===== src/rtl/dmem_pkg.sv =====
// Shared definitions for the data-memory controller: mem_op codes, FSM states
// and the byte-enable width.
package dmem_pkg;

  localparam int unsigned BE_W = 4;

  localparam logic [2:0] MEM_LB  = 3'b000;
  localparam logic [2:0] MEM_LH  = 3'b001;
  localparam logic [2:0] MEM_LW  = 3'b010;
  localparam logic [2:0] MEM_LBU = 3'b100;
  localparam logic [2:0] MEM_LHU = 3'b101;

  typedef enum logic [1:0] {
    S_IDLE = 2'd0,
    S_REQ0 = 2'd1,
    S_REQ1 = 2'd2,
    S_DONE = 2'd3
  } state_t;

endpackage


===== src/rtl/dmem_lane.sv =====
// Combinational lane logic: store byte enables and lane-aligned data over a
// two-word window, plus load byte merge and sign/zero extension.
module dmem_lane
  import dmem_pkg::*;
(
  input  logic [1:0]        i_st_size,
  input  logic [1:0]        i_st_off,
  input  logic [31:0]       i_st_wdata,
  output logic [2*BE_W-1:0] o_be,
  output logic [63:0]       o_wdata,
  input  logic [2:0]        i_ld_op,
  input  logic [1:0]        i_ld_off,
  input  logic [31:0]       i_ld_lo,
  input  logic [23:0]       i_ld_hi,
  output logic [31:0]       o_ld_data
);

  logic [BE_W-1:0] w_mask;
  logic [31:0]     w_st_data;
  logic [31:0]     w_word;

  always_comb begin
    case (i_st_size)
      2'b00: begin
        w_mask    = 4'b0001;
        w_st_data = {24'h0, i_st_wdata[7:0]};
      end
      2'b01: begin
        w_mask    = 4'b0011;
        w_st_data = {16'h0, i_st_wdata[15:0]};
      end
      default: begin
        w_mask    = 4'b1111;
        w_st_data = i_st_wdata;
      end
    endcase
    // Upper half of the window belongs to the following word (split access).
    o_be    = {{BE_W{1'b0}}, w_mask} << i_st_off;
    o_wdata = {32'h0, w_st_data} << {i_st_off, 3'b000};
  end

  always_comb begin
    case (i_ld_off)
      2'd0:    w_word = i_ld_lo;
      2'd1:    w_word = {i_ld_hi[7:0],  i_ld_lo[31:8]};
      2'd2:    w_word = {i_ld_hi[15:0], i_ld_lo[31:16]};
      default: w_word = {i_ld_hi[23:0], i_ld_lo[31:24]};
    endcase
    case (i_ld_op)
      MEM_LB:  o_ld_data = {{24{w_word[7]}},  w_word[7:0]};
      MEM_LH:  o_ld_data = {{16{w_word[15]}}, w_word[15:0]};
      MEM_LBU: o_ld_data = {24'h0, w_word[7:0]};
      MEM_LHU: o_ld_data = {16'h0, w_word[15:0]};
      MEM_LW:  o_ld_data = w_word;
      default: o_ld_data = w_word;
    endcase
  end

endmodule


===== src/rtl/dmem_ctrl.sv =====
// Data-memory controller: core load/store to word bus with valid/ack handshake.
// DMEM_MISALIGN_SPLIT_EN: split word-crossing accesses instead of rejecting them.
module dmem_ctrl
  import dmem_pkg::*;
(
  input  logic            clk,
  input  logic            rst,
  input  logic [31:0]     addr,
  input  logic [31:0]     wdata,
  input  logic [2:0]      mem_op,
  input  logic            mem_w,
  input  logic            mem_r,
  output logic [31:0]     rdata,
  output logic            stall,
  output logic            misalign,
  output logic            bus_req,
  output logic            bus_we,
  output logic [31:0]     bus_addr,
  output logic [BE_W-1:0] bus_be,
  output logic [31:0]     bus_wdata,
  input  logic            bus_ack,
  input  logic [31:0]     bus_rdata
);

`ifdef DMEM_MISALIGN_SPLIT_EN
  localparam logic SPLIT_EN = 1'b1;
`else
  localparam logic SPLIT_EN = 1'b0;
`endif

  state_t          r_state;
  state_t          w_state_nxt;
  logic            r_we;
  logic            r_split;
  logic [2:0]      r_op;
  logic [1:0]      r_off;
  logic [BE_W-1:0] r_be_hi;
  logic [31:0]     r_wdata_hi;
  logic [31:0]     r_lo;

  logic            w_req;
  logic            w_misal;
  logic            w_reject;
  logic            w_split;
  logic [7:0]      w_be;
  logic [63:0]     w_wdata;
  logic [31:0]     w_ld_lo;
  logic [31:0]     w_ld_data;

  assign w_req = mem_w | mem_r;

  always_comb begin
    case (mem_op[1:0])
      2'b00:   w_misal = 1'b0;
      2'b01:   w_misal = addr[0];
      default: w_misal = |addr[1:0];
    endcase
  end

  // Without splitting every crossing access is also misaligned, so w_split is 0.
  assign w_reject = w_misal & ~SPLIT_EN;
  assign w_split  = (|w_be[7:4]) & ~w_reject;
  assign w_ld_lo  = (r_state == S_REQ1) ? r_lo : bus_rdata;

  dmem_lane u_lane (
    .i_st_size  (mem_op[1:0]),
    .i_st_off   (addr[1:0]),
    .i_st_wdata (wdata),
    .o_be       (w_be),
    .o_wdata    (w_wdata),
    .i_ld_op    (r_op),
    .i_ld_off   (r_off),
    .i_ld_lo    (w_ld_lo),
    .i_ld_hi    (bus_rdata[23:0]),
    .o_ld_data  (w_ld_data)
  );

  always_ff @(posedge clk) begin
    if (rst) r_state <= S_IDLE;
    else     r_state <= w_state_nxt;
  end

  always_comb begin
    w_state_nxt = r_state;
    stall       = (r_state != S_DONE) && (w_req || (r_state != S_IDLE));
    case (r_state)
      S_IDLE:  if (w_req) w_state_nxt = w_reject ? S_DONE : S_REQ0;
      S_REQ0:  if (bus_ack) w_state_nxt = r_split ? S_REQ1 : S_DONE;
      S_REQ1:  if (bus_ack) w_state_nxt = S_DONE;
      default: w_state_nxt = S_IDLE;
    endcase
  end

  always_ff @(posedge clk) begin
    if (rst) begin
      rdata      <= '0;
      misalign   <= 1'b0;
      bus_req    <= 1'b0;
      bus_we     <= 1'b0;
      bus_addr   <= '0;
      bus_be     <= '0;
      bus_wdata  <= '0;
      r_we       <= 1'b0;
      r_split    <= 1'b0;
      r_op       <= '0;
      r_off      <= '0;
      r_be_hi    <= '0;
      r_wdata_hi <= '0;
      r_lo       <= '0;
    end else begin
      misalign <= 1'b0;
      case (r_state)
        S_IDLE: begin
          if (w_req) begin
            r_we       <= mem_w;
            r_op       <= mem_op;
            r_off      <= addr[1:0];
            r_split    <= w_split;
            r_be_hi    <= w_be[7:4];
            r_wdata_hi <= w_wdata[63:32];
            if (w_reject) begin
              misalign <= 1'b1;
              rdata    <= '0;
            end else begin
              bus_req   <= 1'b1;
              bus_we    <= mem_w;
              bus_addr  <= {addr[31:2], 2'b00};
              bus_be    <= w_be[3:0];
              bus_wdata <= w_wdata[31:0];
            end
          end
        end
        S_REQ0: begin
          if (bus_ack) begin
            if (r_split) begin
              r_lo      <= bus_rdata;
              bus_addr  <= bus_addr + 32'd4;
              bus_be    <= r_be_hi;
              bus_wdata <= r_wdata_hi;
            end else begin
              bus_req <= 1'b0;
              bus_we  <= 1'b0;
              if (!r_we) rdata <= w_ld_data;
            end
          end
        end
        S_REQ1: begin
          if (bus_ack) begin
            bus_req <= 1'b0;
            bus_we  <= 1'b0;
            if (!r_we) rdata <= w_ld_data;
          end
        end
        default: ;
      endcase
    end
  end

endmodule


===== config.mk =====
export PLATFORM = sky130hd
export DESIGN_NAME = dmem_ctrl
export DESIGN_NICKNAME = d
export VERILOG_FILES = /design/src/rtl/dmem_pkg.sv /design/src/rtl/dmem_lane.sv /design/src/rtl/dmem_ctrl.sv
export SDC_FILE = /design/constraint.sdc
export NUM_CORES = 1
export LEC_CHECK = 0
export ABC_AREA = 0
export BUFFER_PORTS_ARGS = -buffer_cell sky130_fd_sc_hd__buf_2
export CAP_MARGIN = 20
export CORE_MARGIN = 1.5
export CORE_UTILIZATION = 45
export DETAILED_ROUTE_END_ITERATION = 10
export MAX_ROUTING_LAYER = met4
export PLACE_DENSITY = 0.69
export SYNTH_ARGS = -nofsm -noshare
export SYNTH_HDL_FRONTEND = slang
export SYNTH_SLANG_ARGS = --single-unit

===== constraint.sdc =====
create_clock -name clk -period 4.63 [get_ports clk]
set_clock_uncertainty 0.05 [all_clocks]
set_input_delay 0.6945 -clock clk [delete_from_list [all_inputs] [get_ports clk]]
set_output_delay 0.6945 -clock clk [all_outputs]
set_load 0.01 [all_outputs]

**Yosys cells after proc, flatten, opt, wreduce, memory -nomap -nowiden**

Index checks and enable logic that the tools add are counted.

- Register bits: 180
- Input bits: 104
- Output and inout bits: 104

- Add/sub/neg operators: 1
- Equality and inequality tests: 16
- Shift-type cells: 2
- Multiplexer cells: 44
- Bitwise logic cells: 5
- Reductions and logical operators: 18

Operators by type and width:

| kind | number |
|---|---|
| 2-to-1 mux 32 bit | 15 |
| case mux 32 bit (2 select lines) | 3 |
| case mux 32 bit (3 select lines) | 2 |
| case mux 32 bit (4 select lines) | 1 |
| << shifter 32 x 5 -> 64 bit | 1 |
| adder 32 x 3 -> 32 bit, second input constant | 1 |
| 2-to-1 mux 4 bit | 4 |
| != test 2 bit, second input constant | 8 |
| case mux 4 bit (2 select lines) | 2 |
| AND reduction 6 bit | 2 |
| 2-to-1 mux 1 bit | 9 |
| 2-to-1 mux 2 bit | 4 |
| << shifter 4 x 2 -> 8 bit | 1 |
| == test 2 x 1 -> 1 bit, second input constant | 3 |
| == test 3 bit, second input constant | 2 |
| zero test 2 bit | 3 |
| case mux 1 bit (3 select lines) | 2 |
| case mux 2 bit (3 select lines) | 1 |
| AND reduction 3 bit | 2 |
| AND reduction 5 bit | 1 |
| == test 2 bit, second input constant | 2 |
| nonzero test 2 bit | 2 |
| OR reduction 4 bit | 1 |
| == test 3 x 1 -> 1 bit, second input constant | 1 |
| other kinds (11) | 13 |

**Longest topological paths before layout**

Gate-level depths: netlist (run 1).

- Depth after elaboration: 8
- Depth in mapped cells: 10
- Depth with buffers taken out: 7

**Hierarchy**

From an unflattened synthesis (run 1), not the netlist that was laid out.

- Cells, all modules: 1237
- Area total of the unflattened synthesis: 10412.5 um^2

Modules (own cells, without submodules):

| module | instances | cells an instance | area each (um^2) |
|---|---|---|---|
| dmem_ctrl | 1 | 984 | 8318.0 |
| dmem_lane | 1 | 253 | 2094.5 |

**Worst setup path after synthesis (run 1)**

Ideal clock, no wire load.

- Path kind: input -> register
- Start point: input port mem_op[0]
- End point: register bus_addr[30]
- Arrival: 2049 ps
- Slack: 2392 ps
- Stages on the path: 6
- Buffers on the path: 1
- Path through: o21ai_0 > nand2_1 > a211o_1 > buf_2 > o41ai_1 > a221oi_2

- Cells in the longest elaborated chain, start to end: 4

Ends and longest elaborated chain:

| element | RTL line | RTL |
|---|---|---|
| from (decl) | dmem_ctrl.sv:10 | `input logic [2:0] mem_op,` |
| == test 2 x 1 -> 1 bit / zero test 2 bit (equally long branches) | dmem_ctrl.sv:53 | `case (mem_op[1:0])` |
| case mux 1 bit (2 select lines) (*) | dmem_ctrl.sv:53 |  |
| != test 2 bit (no line) (*) | - |  |
| AND reduction 5 bit (no line) (*) | - |  |
| to (signal assigned) | dmem_ctrl.sv:127 | `bus_addr <= {addr[31:2], 2'b00};` |
| to (signal assigned) | dmem_ctrl.sv:137 | `bus_addr <= bus_addr + 32'd4;` |
| to (decl) | dmem_ctrl.sv:18 | `output logic [31:0] bus_addr,` |

Mark *: on every way between the ends. The rest lies on a longest branch, timed or not.
A chain may end at the register's enable or synchronous reset.

**Final worst setup path (run 1)**

- Start point: register r_state[0]
- End point: register bus_wdata[6]

- Cells in the longest elaborated chain, start to end: 3

Ends and longest elaborated chain:

| element | RTL line | RTL |
|---|---|---|
| from (decl) | dmem_ctrl.sv:31 | `state_t r_state;` |
| from (signal assigned) | dmem_ctrl.sv:80 | `else r_state <= w_state_nxt;` |
| == test 2 x 1 -> 1 bit / zero test 2 bit (equally long branches) | dmem_ctrl.sv:112 | `case (r_state)` |
| != test 2 bit (no line) / nonzero test 2 bit (equally long branches) | - |  |
| AND reduction 5 bit (no line) | - |  |
| to (signal assigned) | dmem_ctrl.sv:129 | `bus_wdata <= w_wdata[31:0];` |
| to (signal assigned) | dmem_ctrl.sv:139 | `bus_wdata <= r_wdata_hi;` |
| to (decl) | dmem_ctrl.sv:20 | `output logic [31:0] bus_wdata,` |

Several ways; a longest one is shown, not always the timed one.

==> impl_metrics.toml, run 1 <==
[outcome]
status = "completed"

[setup_path]
critPathKind = "register to register"
crit_required_ns = 4.92
cp.arrival_ns = 3.58
critPathMaxFanout = 27
startpoint_type = "register"
worstSetupEndpointType = "register"

[placed_design]
preCtsSetupSlack_ns = 1.33
placed_cells = 1465
port_buffers = 205
routabilityCongestion = 0.947
place_hpwl_um = 18600

[sta]
finalHoldViolations = 0
fin_ws_ns = 1.34
worst_slew_pin_slew_ns = 1.08
rsz0062_at_grt = "no"
max_freq_mhz = 304
hold_ws_ns = 0.392
fin_crit_ns = 3.29
max-slew-margin-rel = 0.278
fin_crit_sh = 0.710
drv_slew = 0
fin_setup_tns_ns = 0
setup_violations = 0

[yosys]
ys_warn_count = 0
synth.area.top_cells = "dfxtp_1 38%, nand2_1 7.6%, mux2_2 4.6%, a21oi_1 4.5%, mux4_2 3.8%"
synthArstFlopShare = 0
synth_area_per_cell_um2 = 8.34
synth_top_area_cell = "dfxtp_1"
synth_top_flop_cell = "dfxtp_1"
ys_seq_area_frac = 0.376
synth_most_common_cell = "nand2_1"
synth.distinct_cells = 73
syn-cell-area_um2 = 8990
syn_inst = 1077
netlist.area_leader.share = 0.376
synth_edf_count = 0
ys_ff_latch = 169
yosys-top-cells-count = "181 x nand2_1, 169 x dfxtp_1, 80 x a21oi_1"

[global_routing]
grt_pass1_wl_um = 42000
overflow = 0
first_global_vias = 7904
track_usage = 0.264
antenna_found_initial = 3
grt_max_degree = 95

[routing]
met2_length_um = 12200
drc = 0
vias = 8730
ant_nets = 0
met1Wirelength_um = 12300
met3_length_um = 2040
drt-initial-drc-count = 685
routed.top_layer = "met4"
first_pass_iters = 5
detail_route.wl_per_cell_um = 18.0
routed_wl_um = 27100
vias_per_cell = 5.82

[power_and_ir_drop]
p_leak_uw = 0.00426
switching_share = 0.428
p_int_uw = 3710
seqPwrFrac = 0.333
clock_power_share = 0.218
ir_worst_vdd_uv = 380
power_per_cell_area_nw_per_um2 = 607
comb_power_share = 0.449
switchingPower_uw = 2780

[cells_and_area]
stdcell_count = 1501
final_nets = 1331
areaGrowthSynthToFinish_pct = 18.9
final_layout_size_suffix_gt1_frac = 0.268

[clocking]
clock_sinks = 169
cts_tree = "done"
ctsResizeCount = 0
cts_buffer_depth = 2
h-tree-depth = 4
clk_latency_ns = 0.43
clkTransAtPathRegs_ns = 0.07
hold_buffers = 0
post_cts_buffers = 0
root_buffer = "clkbuf_16"
cts_buffers = 17

[floorplan]
coreArea_um2 = 19500
io_pins = 208
floorplan.die_area_um2 = 20800
die_w_um = 144
die_h_um = 144
rows = 51
start_util = 0.460

[worst_hold_path]
min_path_type = "register to register"

[job]
max_cap_viol_count = 0
[power by group through the flow]
stage / clock (uW) / combinational, uW / sequential [uW]
2_1_floorplan: 0 / 1890 / 2250
3_3_place_gp: 0 / 2830 / 2180
3_5_place_dp: 0 / 2890 / 2190
4_1_cts: 1420 / 2900 / 2160
5_1_grt: 1490 / 3200 / 2210
6_report: 1410 / 2910 / 2160
[registers in the layout, indices dropped and copies added (netlist names)]
name and flops:
bus_addr 30, bus_we 1, r_state 2, rdata 32, r_we 1, r_be_hi 3, r_lo 32, r_off 2
bus_req 1, r_wdata_hi 24, r_op 3, bus_wdata 32, r_split 1, misalign 1, bus_be 4
[critical path, stage by stage (launching register included)]
cell	delay, ns
dfxtp_1	0.38
inv_1	0.13
ha_1	0.62
nor3b_1	0.57
a211o_1	0.75
buf_4	0.41
a221oi_1	0.09
nor3_1	0.19
[metrics by stage]
| step | util | power (uW) | area (um^2) |
|---|---|---|---|
| floorplan | - | 4140 | 8990 |
| global placement | 0.515 | 5010 | 10100 |
| detailed placement | 0.517 | 5080 | 10100 |
| CTS | 0.547 | 6480 | 10700 |
| global route | 0.547 | 6900 | 10700 |
| finish | 0.547 | 6490 | 10700 |
[per-layer routing]
| metal | up-vias | GRT usage |
|---|---|---|
| met4 | 0 | 0.0718 |
| met2 | 355 | 0.391 |
| met1 | 4098 | 0.368 |
| met3 | 37 | 0.0490 |
| li1 | 4240 | - |
| met5 | - | - |
[cell families (layout without fill, tap and decap cells)]
group,Yosys count,in the layout,synth area share
AOI/OAI and AO/OA,315,315,0.245
and+or+nand+nor,390,390,0.197
buffers and inverters,113,268,0.0540
other,1,5,0.000417
muxes,82,82,0.117
adders and majority gates,7,7,0.00974
DFF,169,169,0.376
[final cells by class]
cell class                 instances  area [um^2]
antenna                            3         7.51
clock buffer                      17          425
clock inverter                    15          158
fill                            1887         8840
inverter                          15         56.3
multi-input combinational        796         5150
sequential                       169         3380
tap                              265          332
timing repair buffer             221         1180
[cell usage in the layout (no fill, tap or decap), types with 17 or more instances in the layout]
cell type / instances
buf_2: 204
clkbuf_16: 17
dfxtp_1: 168
mux2i_1: 30
a221oi_1: 24
nand3_1: 30
nor2_1: 75
o21ai_0: 62
a21oi_1: 80
nor3_1: 40
mux2_2: 37
nand2_1: 181
[worst paths after layout]
kind,from,to,slack [ns],cells past startpoint
setup reg to reg,r_state[0],bus_wdata[6],1.34,7
setup / recovery,r_state[0],bus_wdata[6],1.34,7
hold / removal,rdata[15],rdata[15],0.39,2
hold reg to reg,rdata[15],rdata[15],0.39,2
Power figures use the tool's default switching activity.
==> run 2: changes to the inputs <==
Clock period 4.63 ns to 3.4 ns, I/O delays scaled along.
==> run 2 against run 1 <==
Setup slack got worse by 0.68 ns. Total power increased by 37%. Worst hold slack got worse by 0.11 ns. Sequential power increased by 36%. Critical endpoint is now rdata[16]. Clock-buffer cell count unchanged. Routed wire length increased by 0.18%. First-iteration DRC count increased by 27%. Fmax increased by 20%. Global-route usage increased by 0.27 points. Utilization increased by 0.38 points.
==> impl_metrics.toml, run 2 (same netlist as run 1, synthesis figures left out) <==
[outcome]
status = "completed"

[floorplan]
io_pins = 208
coreArea_um2 = 19500
rows = 51
die_h_um = 144
start_util = 0.460
floorplan.die_area_um2 = 20800
die_w_um = 144

[power_and_ir_drop]
p_leak_uw = 0.00431
power.total_uw = 8900
ir_worst_vdd_uv = 413
power_per_cell_area_nw_per_um2 = 827

[routing]
detail_route.wl_per_cell_um = 18.0
vias = 8861
routed_wl_um = 27100
ant_nets = 0
vias_per_cell = 5.88
drt-initial-drc-count = 870
first_pass_iters = 6
drc = 0

[cells_and_area]
final_common_cell = "buf_2"
areaGrowthSynthToFinish_pct = 19.8
final_nets = 1340
stdcell_count = 1508
final_layout_size_suffix_gt1_frac = 0.274
final_cell_mix = "205 x buf_2, 181 x nand2_1, 168 x dfxtp_1"
top_regs = "bus_wdata: 32 flops, r_lo: 32 flops, rdata: 32 flops"

[clocking]
h-tree-depth = 4
post_cts_buffers = 0
cts_buffers = 17
clkTransAtPathRegs_ns = 0.07
clk_latency_ns = 0.43
clock_sinks = 169
ctsResizeCount = 0
cts_buffer_depth = 2
cts_tree = "done"
root_buffer = "clkbuf_16"
hold_buffers = 0

[sta]
max-slew-margin-rel = 0.371
rsz0062_at_grt = "no"
hold_ws_ns = 0.279
fin_crit_ns = 2.74
fin_crit_sh = 0.805
fin_ws_ns = 0.663
setup_violations = 0
finalHoldViolations = 0
worst_slew_pin_slew_ns = 0.938
max_freq_mhz = 365
fin_setup_tns_ns = 0
drv_slew = 0

[setup_path]
critPathKind = "register to register"
cp-startpoint = "r_state[0]"
slowest_delay_ns = 0.56
worstSetupEndpointType = "register"
r2r_start = "r_state[0]"
cp.arrival_ns = 3.04
rr_worst_depth = 8
crit_end = "rdata[16]"
cpMaxStageDelayCell = "ha_1"
reg2reg_slack_ns = 0.66
rr_endpoint = "rdata[16]"
startpoint_type = "register"
critPathMaxFanout = 16
path_cells = "inv_1, ha_1, mux2i_1, mux4_2, nor4_4, o41ai_4, buf_4, o21ai_0"
crit_required_ns = 3.70

[placed_design]
routabilityCongestion = 0.944
place_hpwl_um = 19000
preCtsSetupSlack_ns = 0.504
port_buffers = 205
placed_cells = 1473

[global_routing]
track_usage = 0.266
grt_max_degree = 88
grt_pass1_wl_um = 42200
antenna_found_initial = 1
first_global_vias = 7960
overflow = 0

[worst_hold_path]
min_path_type = "input port to register"

[job]
max_cap_viol_count = 0
-- run 2: changes by cell type in the layout (fill, tap and decap cells not counted), sizes merged --
cell,before,now
buf,221,230
inv,22,20
bufinv,0,1
diode,3,1
clkinv,8,9
-- run 2: where the power goes --
group	leakage (uW)	switching, uW	internal, uW
logic	0.00263	2410	1590
clock network	0.000297	913	1050
registers	0.00138	433	2490
total	0.00431	3760	5140
-- run 2: worst min path at each step --
| stage | from | end | slack (ns) | cells after the start |
|---|---|---|---|---|
| detailed placement | rdata[20] | rdata[20] | 0.39 | 2 |
| CTS | bus_rdata[29] | r_lo[29] | 0.27 | 3 |
| global placement | rdata[15] | rdata[15] | 0.38 | 2 |
| floorplan | r_lo[10] | r_lo[10] | 0.38 | 2 |
| finish | bus_rdata[29] | r_lo[29] | 0.28 | 3 |
| global route | bus_rdata[30] | r_lo[30] | 0.28 | 3 |
-- run 2: layer usage --
metal,wire length (um),global-route usage
met1,12400,0.377
met2,12100,0.387
met3,1990,0.0454
met4,666,0.0829
met5,0,-
-- run 2: cell type report --
cell class / instances / area [um^2]
Fill cell: 1903 / 8760
Multi-Input combinational cell: 796 / 5150
Sequential cell: 169 / 3380
Timing Repair Buffer: 230 / 1230
Clock buffer: 17 / 425
Tap cell: 265 / 332
Clock inverter: 15 / 184
Inverter: 15 / 56.3
Antenna cell: 1 / 2.50
-- run 2: stage by stage --
| stage | utilization | instance area (um^2) |
|---|---|---|
| 4_1_cts | 0.550 | 10700 |
| 5_1_grt | 0.551 | 10800 |
| 3_3_place_gp | 0.519 | 10100 |
| 2_1_floorplan | - | 8990 |
| 3_5_place_dp | 0.519 | 10100 |
| 6_report | 0.551 | 10800 |
-- run 2: critical path: cells and delay by family (launching register included) --
| family | cells | cell delay (ns) |
|---|---|---|
| muxes | 2 | 0.79 |
| adders and majority gates | 1 | 0.56 |
| DFF | 1 | 0.37 |
| buffers and inverters | 2 | 0.34 |
| AOI/OAI and AO/OA | 2 | 0.29 |
| and+or+nand+nor | 1 | 0.25 |
==> run 3: changes to the inputs <==
Settings changed: PLACE_DENSITY 0.69 to 0.71.
Clock period 3.4 ns to 2.5 ns, I/O delays scaled along.
==> run 3 against run 2 <==
Flip-flop and latch count stayed put. Total power is 41% higher. Register-to-register slack worse by 0.53 ns. Worst hold slack worse by 0.15 ns. Fmax is 16% higher. Critical path depth is 2 lower. Cell count is 1.9% higher. Sequential share of layout area is 0.78 points lower. First-iteration DRC count is 7.8% lower. Global-route usage is 0.52 points higher. Utilization is 1.4 points higher. Critical path type unchanged. Critical endpoint is now rdata[11]. Largest power group unchanged. Highest routed layer unchanged.
==> impl_metrics.toml, run 3 (same netlist as run 1, synthesis figures left out) <==
[setup_path]
rr_endpoint = "rdata[11]"
reg2reg_slack_ns = 0.13
slowest_delay_ns = 0.48
crit_end = "rdata[11]"
cp.arrival_ns = 2.63
path_depth = 6
critPathKind = "register to register"
startpoint_type = "register"
r2r_start = "r_state[1]"
rr_worst_depth = 6
cp_top_family = "multiplexers"
crit_required_ns = 2.76
cp-startpoint = "r_state[1]"
cp_num_buf_inv = 1
path_cells = "ha_2, buf_4, mux2_2, mux4_2, a22oi_1, nand2_1"
critPathMaxFanout = 21
cpMaxStageDelayCell = "mux4_2"
worstSetupEndpointType = "register"

[floorplan]
rows = 51
floorplan.die_area_um2 = 20800
io_pins = 208
start_util = 0.460
die_h_um = 144
die_w_um = 144
coreArea_um2 = 19500

[outcome]
status = "completed"

[job]
max_cap_viol_count = 0

[global_routing]
grt_max_degree = 109
first_global_vias = 8030
overflow = 0
grt_pass1_wl_um = 43000
track_usage = 0.272
antenna_found_initial = 5

[clocking]
post_cts_buffers = 0
cts_tree = "done"
clk_latency_ns = 0.43
h-tree-depth = 4
root_buffer = "clkbuf_16"
clkTransAtPathRegs_ns = 0.07
cts_buffer_depth = 2
cts_buffers = 17
clock_sinks = 169

[power_and_ir_drop]
power.total_uw = 12500
power_per_cell_area_nw_per_um2 = 1130
p_leak_uw = 0.00445
ir_worst_vdd_uv = 702

[routing]
drt-initial-drc-count = 802
drc = 0
routed_wl_um = 27900
ant_nets = 0
vias = 9032
first_pass_iters = 5
vias_per_cell = 5.88
detail_route.wl_per_cell_um = 18.2

[cells_and_area]
final_cell_mix = "205 x buf_2, 181 x nand2_1, 168 x dfxtp_1"
final_layout_size_suffix_gt1_frac = 0.291
final_nets = 1364
final_common_cell = "buf_2"
areaGrowthSynthToFinish_pct = 22.8
top_regs = "bus_wdata: 32 flops, r_lo: 32 flops, rdata: 32 flops"
fillers = 1799

[sta]
drv_slew = 0
max-slew-margin-rel = 0.257
rsz0062_at_grt = "no"
fin_crit_sh = 0.947
setup_violations = 0
fin_setup_tns_ns = 0
fin_crit_ns = 2.37
worst_slew_pin_slew_ns = 1.11
fin_ws_ns = 0.132
finalHoldViolations = 0
max_freq_mhz = 422

[worst_hold_path]
min_path_type = "input port to register"

[placed_design]
port_buffers = 205
preCtsSetupSlack_ns = 0.0698
routabilityCongestion = 0.979
place_hpwl_um = 19600
run 3: changes by cell type in the layout (fill, tap and decap cells not counted), sizes merged:
cell / delta
buf: +24
clkbuf: +1
clkinv: -5
clkinvlp: +1
diode: +4
inv: +3
run 3: worst min path at each step:
stage,from,cells after the start,to,slack (ns)
2_1_floorplan,r_lo[10],2,r_lo[10],0.38
3_3_place_gp,rdata[15],2,rdata[15],0.38
3_5_place_dp,rdata[26],2,rdata[26],0.39
4_1_cts,mem_op[2],3,r_op[2],0.12
5_1_grt,bus_rdata[30],3,r_lo[30],0.13
6_report,mem_op[2],3,r_op[2],0.13
run 3: cell type report:
cell class              count  area [um^2]  share of cell area
multi-input cells         796         5160               0.468
clock inverters            14          156              0.0142
well taps                 265          332              0.0300
repair buffers            254         1490               0.135
flip-flops and latches    169         3380               0.307
inverters                  15         56.3             0.00510
clock buffers              18          439              0.0398
diodes                      5         12.5             0.00113
run 3: per-stage QoR:
stage | cell area, um^2 | hold WS [ns] | utilization | cells
6_report | 11000 | 0.133 | 0.565 | 1536
5_1_grt | 11000 | 0.134 | 0.565 | 1536
4_1_cts | 11000 | 0.121 | 0.564 | 1530
2_1_floorplan | 8990 | 0.383 | - | 1078
3_5_place_dp | 10400 | 0.386 | 0.533 | 1498
3_3_place_gp | 10400 | 0.379 | 0.533 | 1498
run 3: where the power goes:
part | switching, uW | internal (uW)
Sequential | 555 | 3390
Clock | 1230 | 1450
Combinational | 3430 | 2460
Total | 5220 | 7300
run 3: worst reg2reg max path: stages, from the launching register on:
cell and delay, ns:
dfxtp_1 0.43, ha_2 0.29, buf_4 0.34, mux2_2 0.41, mux4_2 0.48, a22oi_1 0.18
nand2_1 0.08
run 3: routing by layer:
metal,vias to the layer above,part of all wire,track usage
met5,-,0,-
met4,0,0.024,0.0962
met3,49,0.079,0.0523
met2,391,0.45,0.401
met1,4275,0.45,0.370
li1,4317,-,-
run 3: timing repair:
action	4_1_cts	5_1_grt
resized for setup	0	5
endpoints found under the setup margin	0	10
hold endpoints to repair	0	0
hold buffers	0	0
